### config.mk
export PLATFORM = sky130hd
export DESIGN_NAME = mc_control_fsm
export DESIGN_NICKNAME = d
export VERILOG_FILES = /design/src/rtl/mc_ctrl_pkg.sv /design/src/rtl/alu_op_decode.sv /design/src/rtl/mc_control_fsm.sv
export SDC_FILE = /design/constraint.sdc
export NUM_CORES = 1
export LEC_CHECK = 0
export ABC_AREA = 1
export BUFFER_PORTS_ARGS = -buffer_cell sky130_fd_sc_hd__buf_2
export CORE_ASPECT_RATIO = 1.25
export CORE_MARGIN = 5
export CORE_UTILIZATION = 33
export DETAILED_ROUTE_END_ITERATION = 12
export GPL_TIMING_DRIVEN = 0
export HOLD_SLACK_MARGIN = 0.06
export PLACE_DENSITY = 0.5
export SLEW_MARGIN = 0
export SYNTH_ARGS = -nofsm -noshare
export SYNTH_HDL_FRONTEND = slang
export SYNTH_HIERARCHICAL = 1
export SYNTH_SLANG_ARGS = --single-unit
### constraint.sdc
create_clock -name clk -period 4.1 [get_ports clk]
set_clock_uncertainty 0.1 [all_clocks]
set_input_delay 0.205 -clock clk [delete_from_list [all_inputs] [get_ports clk]]
set_output_delay 0.205 -clock clk [all_outputs]
set_load 0.03 [all_outputs]
### src/rtl/mc_ctrl_pkg.sv
// Shared encodings for the multi-cycle MIPS-subset control unit and its ALU.
package mc_ctrl_pkg;

  typedef enum logic [3:0] {
    StReset   = 4'd0,
    StFetch   = 4'd1,
    StDecode  = 4'd2,
    StMemAdr  = 4'd3,
    StMemRd   = 4'd4,
    StMemWb   = 4'd5,
    StMemWr   = 4'd6,
    StExec    = 4'd7,
    StAluWb   = 4'd8,
    StBranch  = 4'd9,
    StAddiEx  = 4'd10,
    StAddiWb  = 4'd11,
    StJump    = 4'd12,
    StIllegal = 4'd13
  } state_e;

  localparam logic [5:0] OpRtype = 6'b000000;
  localparam logic [5:0] OpLw    = 6'b100011;
  localparam logic [5:0] OpSw    = 6'b101011;
  localparam logic [5:0] OpBeq   = 6'b000100;
  localparam logic [5:0] OpAddi  = 6'b001000;
  localparam logic [5:0] OpJ     = 6'b000010;

  localparam logic [5:0] FunctAdd = 6'b100000;
  localparam logic [5:0] FunctSub = 6'b100010;
  localparam logic [5:0] FunctAnd = 6'b100100;
  localparam logic [5:0] FunctOr  = 6'b100101;
  localparam logic [5:0] FunctSlt = 6'b101010;

  localparam logic [2:0] AluAnd = 3'b000;
  localparam logic [2:0] AluOr  = 3'b001;
  localparam logic [2:0] AluAdd = 3'b010;
  localparam logic [2:0] AluSub = 3'b110;
  localparam logic [2:0] AluSlt = 3'b111;

  localparam logic [1:0] AluSrcBReg    = 2'b00;
  localparam logic [1:0] AluSrcBFour   = 2'b01;
  localparam logic [1:0] AluSrcBImm    = 2'b10;
  localparam logic [1:0] AluSrcBImmSh2 = 2'b11;

  localparam logic [1:0] PcSrcAlu    = 2'b00;
  localparam logic [1:0] PcSrcAluOut = 2'b01;
  localparam logic [1:0] PcSrcJump   = 2'b10;

endpackage

### src/rtl/alu_op_decode.sv
// R-type funct field to ALU operation decode; funct_valid flags supported functs.
module alu_op_decode
  import mc_ctrl_pkg::*;
(
  input  logic [5:0] funct,
  output logic [2:0] alu_op,
  output logic       funct_valid
);

  always_comb begin
    alu_op      = AluAnd;
    funct_valid = 1'b1;
    unique case (funct)
      FunctAdd: alu_op = AluAdd;
      FunctSub: alu_op = AluSub;
      FunctAnd: alu_op = AluAnd;
      FunctOr:  alu_op = AluOr;
      FunctSlt: alu_op = AluSlt;
      default:  funct_valid = 1'b0;
    endcase
  end

endmodule

### src/rtl/mc_control_fsm.sv
// Multi-cycle MIPS-subset main control FSM: Moore strobes per state, memory-ready stalls,
// retired-instruction pulse and counter.
module mc_control_fsm
  import mc_ctrl_pkg::*;
#(
  parameter int unsigned INSTR_CNT_W = 32
) (
  input  logic                   clk,
  input  logic                   rst_n,
  input  logic [5:0]             opcode,
  input  logic [5:0]             funct,
  input  logic                   zero,
  input  logic                   mem_ready,
  output logic [2:0]             alu_op,
  output logic                   alu_src_a,
  output logic [1:0]             alu_src_b,
  output logic [1:0]             pc_source,
  output logic                   pc_en,
  output logic                   iord,
  output logic                   mem_read,
  output logic                   mem_write,
  output logic                   ir_write,
  output logic                   reg_dst,
  output logic                   mem_to_reg,
  output logic                   reg_write,
  output logic                   retired,
  output logic                   illegal,
  output logic [INSTR_CNT_W-1:0] instr_count,
  output logic [3:0]             state_dbg
);

  state_e                 state_q, state_d;
  logic                   retired_q, retired_d;
  logic [INSTR_CNT_W-1:0] instr_count_q, instr_count_d;
  logic                   pc_write, pc_write_cond;
  logic [2:0]             exec_alu_op;
  logic                   funct_valid;

  alu_op_decode u_alu_op_decode (
    .funct       (funct),
    .alu_op      (exec_alu_op),
    .funct_valid (funct_valid)
  );

  always_comb begin
    state_d       = state_q;
    alu_op        = AluAnd;
    alu_src_a     = 1'b0;
    alu_src_b     = AluSrcBReg;
    pc_source     = PcSrcAlu;
    pc_write      = 1'b0;
    pc_write_cond = 1'b0;
    iord          = 1'b0;
    mem_read      = 1'b0;
    mem_write     = 1'b0;
    ir_write      = 1'b0;
    reg_dst       = 1'b0;
    mem_to_reg    = 1'b0;
    reg_write     = 1'b0;
    illegal       = 1'b0;

    unique case (state_q)
      StReset: state_d = StFetch;
      StFetch: begin
        mem_read  = 1'b1;
        alu_src_b = AluSrcBFour;
        alu_op    = AluAdd;
        pc_source = PcSrcAlu;
        // IR and PC only commit once the fetch read actually completes.
        ir_write  = mem_ready;
        pc_write  = mem_ready;
        if (mem_ready) state_d = StDecode;
      end
      StDecode: begin
        alu_src_b = AluSrcBImmSh2;
        alu_op    = AluAdd;
        case (opcode)
          OpLw, OpSw: state_d = StMemAdr;
          OpRtype:    state_d = funct_valid ? StExec : StIllegal;
          OpBeq:      state_d = StBranch;
          OpAddi:     state_d = StAddiEx;
          OpJ:        state_d = StJump;
          default:    state_d = StIllegal;
        endcase
      end
      StMemAdr: begin
        alu_src_a = 1'b1;
        alu_src_b = AluSrcBImm;
        alu_op    = AluAdd;
        state_d   = (opcode == OpLw) ? StMemRd : StMemWr;
      end
      StMemRd: begin
        iord     = 1'b1;
        mem_read = 1'b1;
        if (mem_ready) state_d = StMemWb;
      end
      StMemWb: begin
        reg_write  = 1'b1;
        mem_to_reg = 1'b1;
        state_d    = StFetch;
      end
      StMemWr: begin
        iord      = 1'b1;
        mem_write = 1'b1;
        if (mem_ready) state_d = StFetch;
      end
      StExec: begin
        alu_src_a = 1'b1;
        alu_src_b = AluSrcBReg;
        alu_op    = exec_alu_op;
        state_d   = StAluWb;
      end
      StAluWb: begin
        reg_write = 1'b1;
        reg_dst   = 1'b1;
        state_d   = StFetch;
      end
      StBranch: begin
        alu_src_a     = 1'b1;
        alu_src_b     = AluSrcBReg;
        alu_op        = AluSub;
        pc_source     = PcSrcAluOut;
        pc_write_cond = 1'b1;
        state_d       = StFetch;
      end
      StAddiEx: begin
        alu_src_a = 1'b1;
        alu_src_b = AluSrcBImm;
        alu_op    = AluAdd;
        state_d   = StAddiWb;
      end
      StAddiWb: begin
        reg_write = 1'b1;
        state_d   = StFetch;
      end
      StJump: begin
        pc_source = PcSrcJump;
        pc_write  = 1'b1;
        state_d   = StFetch;
      end
      StIllegal: illegal = 1'b1;
      default:   state_d = StIllegal;
    endcase
  end

  assign pc_en = pc_write | (pc_write_cond & zero);

  // An instruction retires on any transition back to FETCH other than from RESET.
  always_comb begin
    retired_d     = 1'b0;
    instr_count_d = instr_count_q;
    if (state_d == StFetch && state_q != StFetch && state_q != StReset) begin
      retired_d     = 1'b1;
      instr_count_d = instr_count_q + INSTR_CNT_W'(1);
    end
  end

  always_ff @(posedge clk or negedge rst_n) begin
    if (!rst_n) begin
      state_q       <= StReset;
      retired_q     <= 1'b0;
      instr_count_q <= '0;
    end else begin
      state_q       <= state_d;
      retired_q     <= retired_d;
      instr_count_q <= instr_count_d;
    end
  end

  assign retired     = retired_q;
  assign instr_count = instr_count_q;
  assign state_dbg   = state_q;

endmodule

[Word level (Yosys, flattened, before mapping)]
Cells that the tools add are included.
Storage, ports and cells
  register bits: 37
  latch bits: 0
  RAM bits: 0
  ROM bits: 0
  input port bits: 16
  memories kept: 0
Cells by class
  $add $sub $neg: 1
  multiply operators: 0
  div/mod/pow operators: 0
  order comparisons: 0
  equality and inequality tests: 25
  shift-type cells: 0
  muxes and demuxes: 24
  bitwise gates (word level): 2
  reductions and logical operators: 14
Operators by type and width (number)
  6-bit equality test, second input constant: 7
  4-bit case mux with 9 select lines: 1
  32-bit by 1-bit adder with 32-bit output, second input constant: 1
  4-bit equality test, second input constant: 6
  4-bit case mux with 5 select lines: 1
  4-bit by 3-bit equality test with 1-bit output, second input constant: 4
  4-bit 2-to-1 mux: 4
  1-bit 2-to-1 mux: 12
  3-bit case mux with 4 select lines: 1
  3-bit case mux with 3 select lines: 1
  4-bit by 1-bit equality test with 1-bit output, second input constant: 2
  4-bit by 2-bit equality test with 1-bit output, second input constant: 2
  2-bit OR reduction: 4
  4-bit OR reduction: 2
  6-bit by 2-bit equality test with 1-bit output, second input constant: 1
  6-bit by 3-bit equality test with 1-bit output, second input constant: 1
  6-bit by 4-bit equality test with 1-bit output, second input constant: 1
  6-bit zero test: 1
  2-bit case mux with 3 select lines: 1
  6-bit OR reduction: 1
  5-bit OR reduction: 1
  4-bit zero test: 1
  4-bit by 1-bit != test with 1-bit output, second input constant: 1
  2-bit case mux with 2 select lines: 1
  other kinds (7): 8

[Longest topological paths before layout]
Gate-level depths: netlist (run 1).
  depth in word-level cells: 10
  depth in mapped cells: 15

[Hierarchy]
The synthesis (run 1) kept the hierarchy.
By module, submodules not included
  mc_control_fsm: times used 1, cells each 431, area an instance 2802.7 um^2, sequential area each 925.9 um^2
  alu_op_decode: times used 1, cells each 22, area an instance 100.1 um^2, sequential area each 0.0 um^2

[Worst setup path after synthesis (run 1)]
OpenSTA, ideal clock, no wires.
  path kind: reg2reg
  from: register state_q[2] (netlist: state_dbg[2])
  to: register instr_count_q[12] (netlist: instr_count[12])
  arrival time: 2.094 ns
  required time: 3.881 ns
  setup slack: 1.787 ns
  cell stages (with the launch flop): 12
  period minus slack after synthesis: 2.313 ns
  path through: dfrtp_1 -> inv_1 -> nor2_1 -> inv_1 -> nor2_1 -> nand2_1 -> nand3b_1 -> a21oi_2 -> buf_6 -> buf_4 -> nand4_1 -> nand2_1
On the way
  word-level cells in the longest chain between the ends: 6
Ends and longest elaborated chain
  start, declared: line mc_control_fsm.sv:32  | state_e state_q, state_d;
  start signal, assigned: line mc_control_fsm.sv:160  | state_q <= StReset;
  start signal, assigned: line mc_control_fsm.sv:164  | state_q <= state_d;
  4-bit equality test (tied with other cells): line mc_control_fsm.sv:62  | unique case (state_q)
  6-bit OR reduction (no source line)
  4-bit case mux with 9 select lines: line mc_control_fsm.sv:62
  4-bit by 1-bit equality test with 1-bit output: line mc_control_fsm.sv:152  | if (state_d == StFetch && state_q != StFetch && state_q != StReset) begin
  1-bit logical AND: line mc_control_fsm.sv:152
  1-bit logical AND (*): line mc_control_fsm.sv:152
  end signal, assigned: line mc_control_fsm.sv:166  | instr_count_q <= instr_count_d;
  end, declared: line mc_control_fsm.sv:34  | logic [INSTR_CNT_W-1:0] instr_count_q, instr_count_d;
Mark *: on every way between the ends. The rest lies on a longest branch, timed or not.
A chain may end at the register's enable or synchronous reset.

[Final worst setup path (run 1)]
  from: register instr_count_q[0] (netlist: instr_count[0])
  to: register instr_count_q[26] (netlist: instr_count[26])
On the way
  word-level cells in the longest chain between the ends: 1
Ends and longest elaborated chain
  32-bit by 1-bit adder with 32-bit output: line mc_control_fsm.sv:154  | instr_count_d = instr_count_q + INSTR_CNT_W'(1);
Every way passes these cells.

==> results of run 1 <==
path summary, 6_finish.rpt:
| check | end | slack [ns] |
|---|---|---|
| worst min-delay path | state_dbg[2] | 0.25 |
| worst max-delay path | instr_count[26] | 1.78 |
| worst max register to register | instr_count[26] | 1.78 |
| max in group asynchronous | instr_count[6] | 2.91 |
| min in group asynchronous | state_dbg[2] | 0.45 |
| worst min register to register | instr_count[31] | 0.42 |
metal layers:
| metal | wire [um] | vias up |
|---|---|---|
| met5 | 0 | - |
| met4 | 168 | 0 |
| met2 | 4420 | 80 |
| met1 | 4200 | 1483 |
| li1 | - | 1640 |
| met3 | 435 | 15 |
report_power, final:
group / internal (uW) / switching [uW] / total, uW
clock network: 199 / 140 / 339
registers: 408 / 61.7 / 469
logic: 377 / 1050 / 1420
total: 983 / 1250 / 2230
state kept, by name, indices dropped and copies added (netlist names):
name         count
instr_count     32
retired          1
state_dbg        4
timing repair:
item,4_1_cts,5_1_grt
endpoints found under the hold margin,37,0
hold buffers,1,0
endpoints found under the setup margin,0,0
cells in the final DEF (no fill, tap or decap), drive strengths merged, types with 4 or more instances in the layout:
master    n
nand3b    5
nand2   137
nor2     67
clkbuf    8
nand3    33
nor3     12
a21oi     4
buf      81
nand4    58
inv      66
xnor2     4
dfrtp    37
xor2      7
worst max-delay path, cell delays in order, from the launching register on:
cell and delay (ns):
dfrtp_1 0.40, ha_1 0.16, inv_1 0.07, nor2_1 0.35, nand2_1 0.15, nor2_1 0.24, nand4_1 0.21, nor3_1 0.27
nand4_1 0.13, nand2_1 0.07, nand2_1 0.05
stage by stage:
| step | utilization (%) | instances | hold WS [ns] |
|---|---|---|---|
| floorplan | - | 453 | -0.191 |
| global placement | 39.3 | 642 | 0.271 |
| detailed placement | 39.3 | 642 | 0.271 |
| CTS | 40.7 | 651 | 0.265 |
| global route | 40.7 | 651 | 0.299 |
| finish | 40.7 | 651 | 0.254 |
cell type report:
cell class	count	area, um^2
Fill cell	984	5130
Multi-Input combinational cell	337	1640
Sequential cell	37	926
Timing Repair Buffer	70	355
Inverter	66	248
Tap cell	120	150
Clock buffer	7	86.3
Buffer	13	86.3
Clock inverter	1	30.0
logic make-up (layout without fill, tap and decap cells):
kind of cell / Yosys count / in the layout / share of synthesized area (%)
fa+ha+maj: 1 / 1 / 0.431
flops: 37 / 37 / 31.9
simple gates: 316 / 316 / 50.7
compound gates: 9 / 9 / 2.11
buf+inv: 79 / 157 / 11.5
xor+xnor: 11 / 11 / 3.32
==> results.sh, run 1 <==
export IMPL_fmax_ghz=0.432
export IMPL_maxCapViolCount=0
export IMPL_min_delay_start="opcode[0]"
export IMPL_wirelength_um=9220
export IMPL_yosysUniqueCellTypes=30
export IMPL_track_usage_pct=17.8
export IMPL_via_count=3218
export IMPL_coreArea_um2=8650
export IMPL_syn_inst=453
export IMPL_drc=0
export IMPL_rr_startpoint="instr_count[0]"
export IMPL_worst_r2r_path_depth=10
export IMPL_grt_overflow_total=0
export IMPL_ys_seq_elements=37
export IMPL_place_ws_ns=1.79
export IMPL_grt_max_degree=38
export IMPL_grtUsageMet3_pct=2.81
export IMPL_synth_sequential_area_ratio_pct=31.9
export IMPL_hold_class="in2reg"
export IMPL_path_class="reg2reg"
export IMPL_nNetsFinal=547
export IMPL_synthFlopType="dfrtp_1"
export IMPL_synth_area_leaders="dfrtp_1 (32%), nand2_1 (18%), nand4_1 (12%)"
export IMPL_synth_top_area_share_pct=31.9
export IMPL_start_util_pct=33.5
export IMPL_cts_root_buf="clkbuf_8"
export IMPL_grt_pass1_vias=3199
export IMPL_clockBufferDepth=2
export IMPL_die_w_um=93.9
export IMPL_finalCritPeriodShare_pct=56.5
export IMPL_period_minus_slack_ns=2.32
export IMPL_final_antenna_net_count=0
export IMPL_drive_above_1_share_pct=20.2
export IMPL_holdPathStages=4
export IMPL_die_y_um=115
export IMPL_finalMaxSlewViolations=0
export IMPL_synth_most_common_cell="nand2_1"
export IMPL_final_cell_area_um2=3520
export IMPL_ir_drop_mv=0.358
export IMPL_synth_edf_count=0
export IMPL_die_area_um2=10800
export IMPL_drt_first_pass_iters=4
export IMPL_port_buffers=69
export IMPL_ctsResizeCount=0
export IMPL_synth_top_cells_by_count="nand2_1 (136), nor2_1 (60), inv_1 (59)"
export IMPL_worst_slew_pin_transition_ns=0.851
export IMPL_wl_per_cell_um=14.2
export IMPL_power_density_nw_per_um2=633
export IMPL_cts_htree_levels=2
export IMPL_busiest_layer="met2"
export IMPL_critPathLaunch="instr_count[0]"
export IMPL_place_area_um2=3400
export IMPL_cts_inserted_buffers=5
export IMPL_clock_latency_ns=0.30
export IMPL_relSlewSlack_pct=43.3
export IMPL_post_cts_buffers=0
export IMPL_ioPinCount=70
export IMPL_critPathMaxFanout=5
export IMPL_syn_nets=470
export IMPL_diodes=0
export IMPL_arrival_ns=2.41
export IMPL_dp_hpwl_um=7220
export IMPL_synth_top_area_cell="dfrtp_1"
export IMPL_area_delta_synth_final_pct=21.4
export IMPL_async_flop_share_pct=100
export IMPL_cp_end_kind="flop"
export IMPL_p_leak_uw=0.00191
export IMPL_place_congestion=0.878
export IMPL_finalSetupTns_ns=0
export IMPL_setup_ws_ns=1.78
export IMPL_met2_usage_pct=30.4
export IMPL_syn_area_um2=2900
export IMPL_cp_required_ns=4.19
export IMPL_antenna_found_initial=0
export IMPL_drtIter0Drc=180
export IMPL_hold_viol_final=0
export IMPL_power_uw=2230
export IMPL_yosysWarnings=6
export IMPL_avgSynthCellArea_um2=6.41
export IMPL_vias_per_cell=4.94
export IMPL_path_clk_slew_ns=0.08
export IMPL_grt_pass1_wl_um=15500
export IMPL_cts_sinks=37
export IMPL_setup_viol=0
export IMPL_rsz0062_at_grt="false"
export IMPL_placementRows=38
export IMPL_grt_met1_usage_pct=23.3
export IMPL_cts_tree="yes"
export IMPL_status="finished, final reports clean"
export IMPL_worstSetupStartpointType="flop"
(Power assumes the default switching activity.)
==> inputs of run 2 (changes only) <==
--- a/config.mk
+++ b/config.mk
@@ -13,7 +13,7 @@
 export DETAILED_ROUTE_END_ITERATION = 12
 export GPL_TIMING_DRIVEN = 0
 export HOLD_SLACK_MARGIN = 0.06
-export PLACE_DENSITY = 0.5
+export PLACE_DENSITY = 0.52
 export SLEW_MARGIN = 0
 export SYNTH_ARGS = -nofsm -noshare
 export SYNTH_HDL_FRONTEND = slang
==> constraint.sdc (replaced) <==
create_clock -name clk -period 2 [get_ports clk]
set_clock_uncertainty 0.1 [all_clocks]
set_input_delay 0.1 -clock clk [delete_from_list [all_inputs] [get_ports clk]]
set_output_delay 0.1 -clock clk [all_outputs]
set_load 0.03 [all_outputs]
==> run 2 against run 1 <==
- the flow now finishes with violations (setup timing)
- clock power up 61%
- worst setup slack got worse by 1.8 ns
- sequential power increased by 120%
- largest power group unchanged
==> results.sh, run 2 (same netlist as run 1, synthesis figures left out) <==
export IMPL_status="complete, but fails checks"
export IMPL_violations="setup timing"
export IMPL_grt_max_degree=38
export IMPL_via_count=3358
export IMPL_antenna_found_initial=0
export IMPL_p_leak_uw=0.00211
export IMPL_worstSetupStartpointType="flop"
export IMPL_drt_first_pass_iters=4
export IMPL_cts_htree_levels=2
export IMPL_fmax_ghz=0.498
export IMPL_drive_above_1_share_pct=32.4
export IMPL_path_class="reg2reg"
export IMPL_placementRows=38
export IMPL_vias_per_cell=4.93
export IMPL_fill_cells=954
export IMPL_wl_per_cell_um=14.2
export IMPL_nNetsFinal=577
export IMPL_hold_viol_final=0
export IMPL_largest_register_ffs=32
export IMPL_hold_class="in2reg"
export IMPL_wirelength_um=9670
export IMPL_setup_viol=4
export IMPL_cts_inserted_buffers=5
export IMPL_grt_pass1_vias=3352
export IMPL_die_area_um2=10800
export IMPL_power_uw=5810
export IMPL_power_density_nw_per_um2=1460
export IMPL_final_common_cell="nand2_1"
export IMPL_final_antenna_net_count=0
export IMPL_diodes=0
export IMPL_cp_end_kind="flop"
export IMPL_grt_overflow_total=0
export IMPL_layout_common_cells="nand2_1 (130), buf_2 (70), nand4_1 (57)"
export IMPL_finalCritPeriodShare_pct=100
export IMPL_critPathMaxFanout=5
export IMPL_holdPathStages=4
export IMPL_setup_ws_ns=-0.00641
export IMPL_worst_slew_pin_transition_ns=0.878
export IMPL_relSlewSlack_pct=41.5
export IMPL_cp_required_ns=2.08
export IMPL_arrival_ns=2.09
export IMPL_area_delta_synth_final_pct=37.5
export IMPL_die_w_um=93.9
export IMPL_start_util_pct=33.5
export IMPL_rsz0062_at_grt="true"
export IMPL_dp_hpwl_um=7150
export IMPL_grt_pass1_wl_um=16100
export IMPL_drc=0
export IMPL_finalMaxSlewViolations=0
export IMPL_cts_sinks=37
export IMPL_worst_r2r_path_depth=12
export IMPL_cts_root_buf="clkbuf_8"
export IMPL_track_usage_pct=18.4
export IMPL_period_minus_slack_ns=2.01
export IMPL_drtIter0Drc=194
export IMPL_maxCapViolCount=0
export IMPL_ioPinCount=70
export IMPL_cts_tree="yes"
export IMPL_die_y_um=115
export IMPL_place_congestion=0.913
export IMPL_ir_drop_mv=0.623
export IMPL_path_clk_slew_ns=0.07
export IMPL_clockBufferDepth=2
export IMPL_clock_latency_ns=0.29
export IMPL_finalSetupTns_ns=-0.0126
export IMPL_port_buffers=69
export IMPL_coreArea_um2=8650
[run 2: metrics by stage]
step | hold slack [ns] | utilization, % | cells | worst slack [ns] | instance area (um^2)
6_report | 0.143 | 46.1 | 681 | -0.00641 | 3990
5_1_grt | 0.155 | 46.1 | 681 | -0.115 | 3990
4_1_cts | 0.141 | 43.8 | 667 | 0.00392 | 3790
3_5_place_dp | 0.163 | 39.5 | 642 | -0.291 | 3420
3_3_place_gp | 0.159 | 39.5 | 642 | -0.274 | 3420
2_1_floorplan | -0.296 | - | 453 | 0.0136 | 2920
[run 2: worst paths after layout]
path	from	end	slack (ns)
max in group asynchronous	rst_n	state_dbg[2]	0.83
min	mem_ready	state_dbg[2]	0.14
max reg2reg	state_dbg[0]	instr_count[1]	-0.006
min reg2reg	instr_count[0]	instr_count[0]	0.42
min in group asynchronous	rst_n	instr_count[23]	0.36
max	state_dbg[0]	instr_count[1]	-0.006
[run 2: per-layer routing]
metal | vias up | part of all wire [%] | global-route usage, %
li1 | 1699 | - | -
met1 | 1567 | 43 | 22.3
met2 | 81 | 50 | 33.1
met3 | 11 | 5.1 | 2.88
met4 | 0 | 1.6 | 5.78
met5 | - | 0 | 0
[run 2: timing repair]
action                                 CTS  global route
hold buffers                             1             0
setup buffers                           13            13
resized for setup                       42            34
pin swaps                                7            16
gates cloned                             3             1
setup endpoints to repair               37            36
endpoints found under the hold margin   37             0
[run 2: report_power, final]
part	switching, uW	internal (uW)
Sequential	162	849
Combinational	2590	1660
Clock	265	281
Total	3020	2790
[run 2: area by class of cell]
cell class / instances / area (um^2) / area share (%)
Buffer: 13 / 126 / 3.17
Multi-Input combinational cell: 337 / 1810 / 45.4
Inverter: 66 / 255 / 6.39
Timing Repair Buffer: 100 / 619 / 15.5
Clock buffer: 8 / 90.1 / 2.26
Sequential cell: 37 / 940 / 23.5
Tap cell: 120 / 150 / 3.76
[run 2: critical path, stage by stage, from the launching register on]
cell	delay [ns]
dfrtp_2	0.48
inv_4	0.07
nand2_4	0.08
buf_12	0.11
buf_4	0.11
nor2_4	0.04
nand2_1	0.05
nand3b_1	0.12
a21oi_4	0.24
nand4_4	0.18
buf_4	0.21
nand2_1	0.05
nand2_1	0.05
==> inputs of run 3 (changes only) <==
--- a/config.mk
+++ b/config.mk
@@ -7,7 +7,6 @@
 export LEC_CHECK = 0
 export ABC_AREA = 1
 export BUFFER_PORTS_ARGS = -buffer_cell sky130_fd_sc_hd__buf_2
-export CORE_ASPECT_RATIO = 1.25
 export CORE_MARGIN = 5
 export CORE_UTILIZATION = 33
 export DETAILED_ROUTE_END_ITERATION = 12
==> run 3 against run 2 <==
- the flow now finishes without violations
- first-iteration DRC count shrank 40%
- register-to-register slack improved by 0.02 ns
- fmax is 1.1% higher
- non-clock buffer count rose by 7
- wire length grew 4.7%
- power is 6.6% higher
- critical path type unchanged
- critical endpoint is now instr_count[10]
- global-route usage is 1.1 points lower
- sequential cell count unchanged
==> results.sh, run 3 (same netlist as run 1, synthesis figures left out) <==
export IMPL_cts_root_buf="clkbuf_8"
export IMPL_worstSetupStartpointType="flop"
export IMPL_setup_viol=0
export IMPL_vias_per_cell=5.12
export IMPL_track_usage_pct=17.3
export IMPL_grt_pass1_wl_um=15800
export IMPL_fmax_ghz=0.504
export IMPL_ir_drop_mv=0.768
export IMPL_ioPinCount=70
export IMPL_grtUsageMet3_pct=3.17
export IMPL_cp_required_ns=2.08
export IMPL_cp_end_kind="flop"
export IMPL_clockBufferDepth=2
export IMPL_cts_tree="yes"
export IMPL_p_leak_uw=0.00218
export IMPL_antenna_found_initial=0
export IMPL_place_congestion=0.859
export IMPL_grt_overflow_total=0
export IMPL_die_y_um=104
export IMPL_via_count=3458
export IMPL_met2_usage_pct=27.9
export IMPL_start_util_pct=33.6
export IMPL_power_uw=6190
export IMPL_status="finished, final reports clean"
export IMPL_cts_htree_levels=2
export IMPL_worst_slew_pin_transition_ns=0.876
export IMPL_final_antenna_net_count=0
export IMPL_period_minus_slack_ns=1.99
export IMPL_area_delta_synth_final_pct=42.4
export IMPL_grt_max_degree=38
export IMPL_post_place_cells=630
export IMPL_path_class="reg2reg"
export IMPL_holdWs_ns=0.238
export IMPL_placementRows=34
export IMPL_layout_common_cells="nand2_1 (117), buf_2 (71), nand4_1 (57)"
export IMPL_critPathLaunch="state_dbg[3]"
export IMPL_path_clk_slew_ns=0.07
export IMPL_finalCritPeriodShare_pct=99.3
export IMPL_fill_cells=910
export IMPL_maxCapViolCount=0
export IMPL_rr_endpoint="instr_count[10]"
export IMPL_wirelength_um=10100
export IMPL_critPathMaxFanout=6
export IMPL_power_density_nw_per_um2=1500
export IMPL_grt_pass1_vias=3215
export IMPL_dp_hpwl_um=7020
export IMPL_worst_r2r_path_depth=13
export IMPL_relSlewSlack_pct=41.6
export IMPL_grt_met1_usage_pct=23.8
export IMPL_utilization_pct=47.9
export IMPL_drc=0
export IMPL_crit_end="instr_count[10]"
export IMPL_clock_latency_ns=0.29
export IMPL_final_common_cell="nand2_1"
export IMPL_die_area_um2=10800
export IMPL_drive_above_1_share_pct=36.7
export IMPL_cts_inserted_buffers=5
export IMPL_r2r_slack_ns=0.01
export IMPL_drtIter0Drc=116
export IMPL_cts_sinks=37
export IMPL_nNetsFinal=584
export IMPL_rsz0062_at_grt="true"
export IMPL_port_buffers=69
export IMPL_final_cells=675
export IMPL_coreArea_um2=8640
export IMPL_arrival_ns=2.07
export IMPL_die_w_um=104
export IMPL_hold_viol_final=0
export IMPL_hold_class="in2reg"
export IMPL_busiest_layer="met2"
export IMPL_finalMaxSlewViolations=0
export IMPL_diodes=0
export IMPL_wl_per_cell_um=15.0
export IMPL_drt_first_pass_iters=4
export IMPL_largest_register_ffs=32
export IMPL_rr_startpoint="state_dbg[3]"
-- run 3: cell count changes in the layout (fill, tap and decap cells not counted), sizes merged --
| cell | previous run | this run |
|---|---|---|
| buf | 110 | 116 |
-- run 3: layer usage --
layer,part of all wire [%],vias to the layer above
li1,-,1709
met1,46,1636
met2,47,99
met3,4.9,14
met4,1.8,0
met5,0,-
-- run 3: layout make-up --
class	instances	area [um^2]	area share, %
Inverter	66	253	6.12
Sequential cell	37	937	22.7
Buffer	13	123	2.97
Tap cell	108	135	3.27
Timing Repair Buffer	107	702	17.0
Multi-Input combinational cell	337	1900	45.9
Clock buffer	7	86.3	2.09
-- run 3: worst min-delay path by stage --
| stage | slack, ns | from | depth (start not counted) | end |
|---|---|---|---|---|
| global route | 0.28 | mem_ready | 5 | state_dbg[2] |
| global placement | 0.16 | rst_n | 1 | instr_count[24] |
| detailed placement | 0.18 | rst_n | 1 | instr_count[22] |
| floorplan | -0.30 | rst_n | 0 | instr_count[0] |
| CTS | 0.17 | opcode[0] | 4 | state_dbg[2] |
| finish | 0.24 | opcode[2] | 5 | state_dbg[3] |
-- run 3: through the flow --
step / setup TNS (ns) / area, um^2 / setup WS (ns)
final: 0 / 4130 / 0.0146
after detailed placement: -6.18 / 3400 / -0.285
after global routing: -2.63 / 4130 / -0.105
after global placement: -6.68 / 3400 / -0.307
after floorplan: 0 / 2920 / 0.0136
after CTS: -0.0389 / 3650 / -0.0103
-- run 3: timing repair --
action / 4_1_cts / 5_1_grt
setup buffers: 7 / 25
endpoints found under the setup margin: 35 / 35
cloned: 0 / 5
endpoints found under the hold margin: 37 / 0
hold buffers: 1 / 0
pin swaps: 4 / 31
resized for setup: 24 / 78
-- run 3: critical path: stages (launching register included) --
cell and delay, ns:
dfrtp_2 0.49, buf_6 0.15, nand2_2 0.09, o21ai_2 0.08
nor2_2 0.12, nand3_2 0.11, nor2_4 0.15, inv_2 0.06
nand2_2 0.07, nor2_4 0.05, buf_12 0.13, buf_6 0.12
nand4_1 0.08, nand2_1 0.06
-- run 3: where the power goes --
group	internal [uW]	switching (uW)
combinational	1900	2740
sequential	849	164
clock	274	266
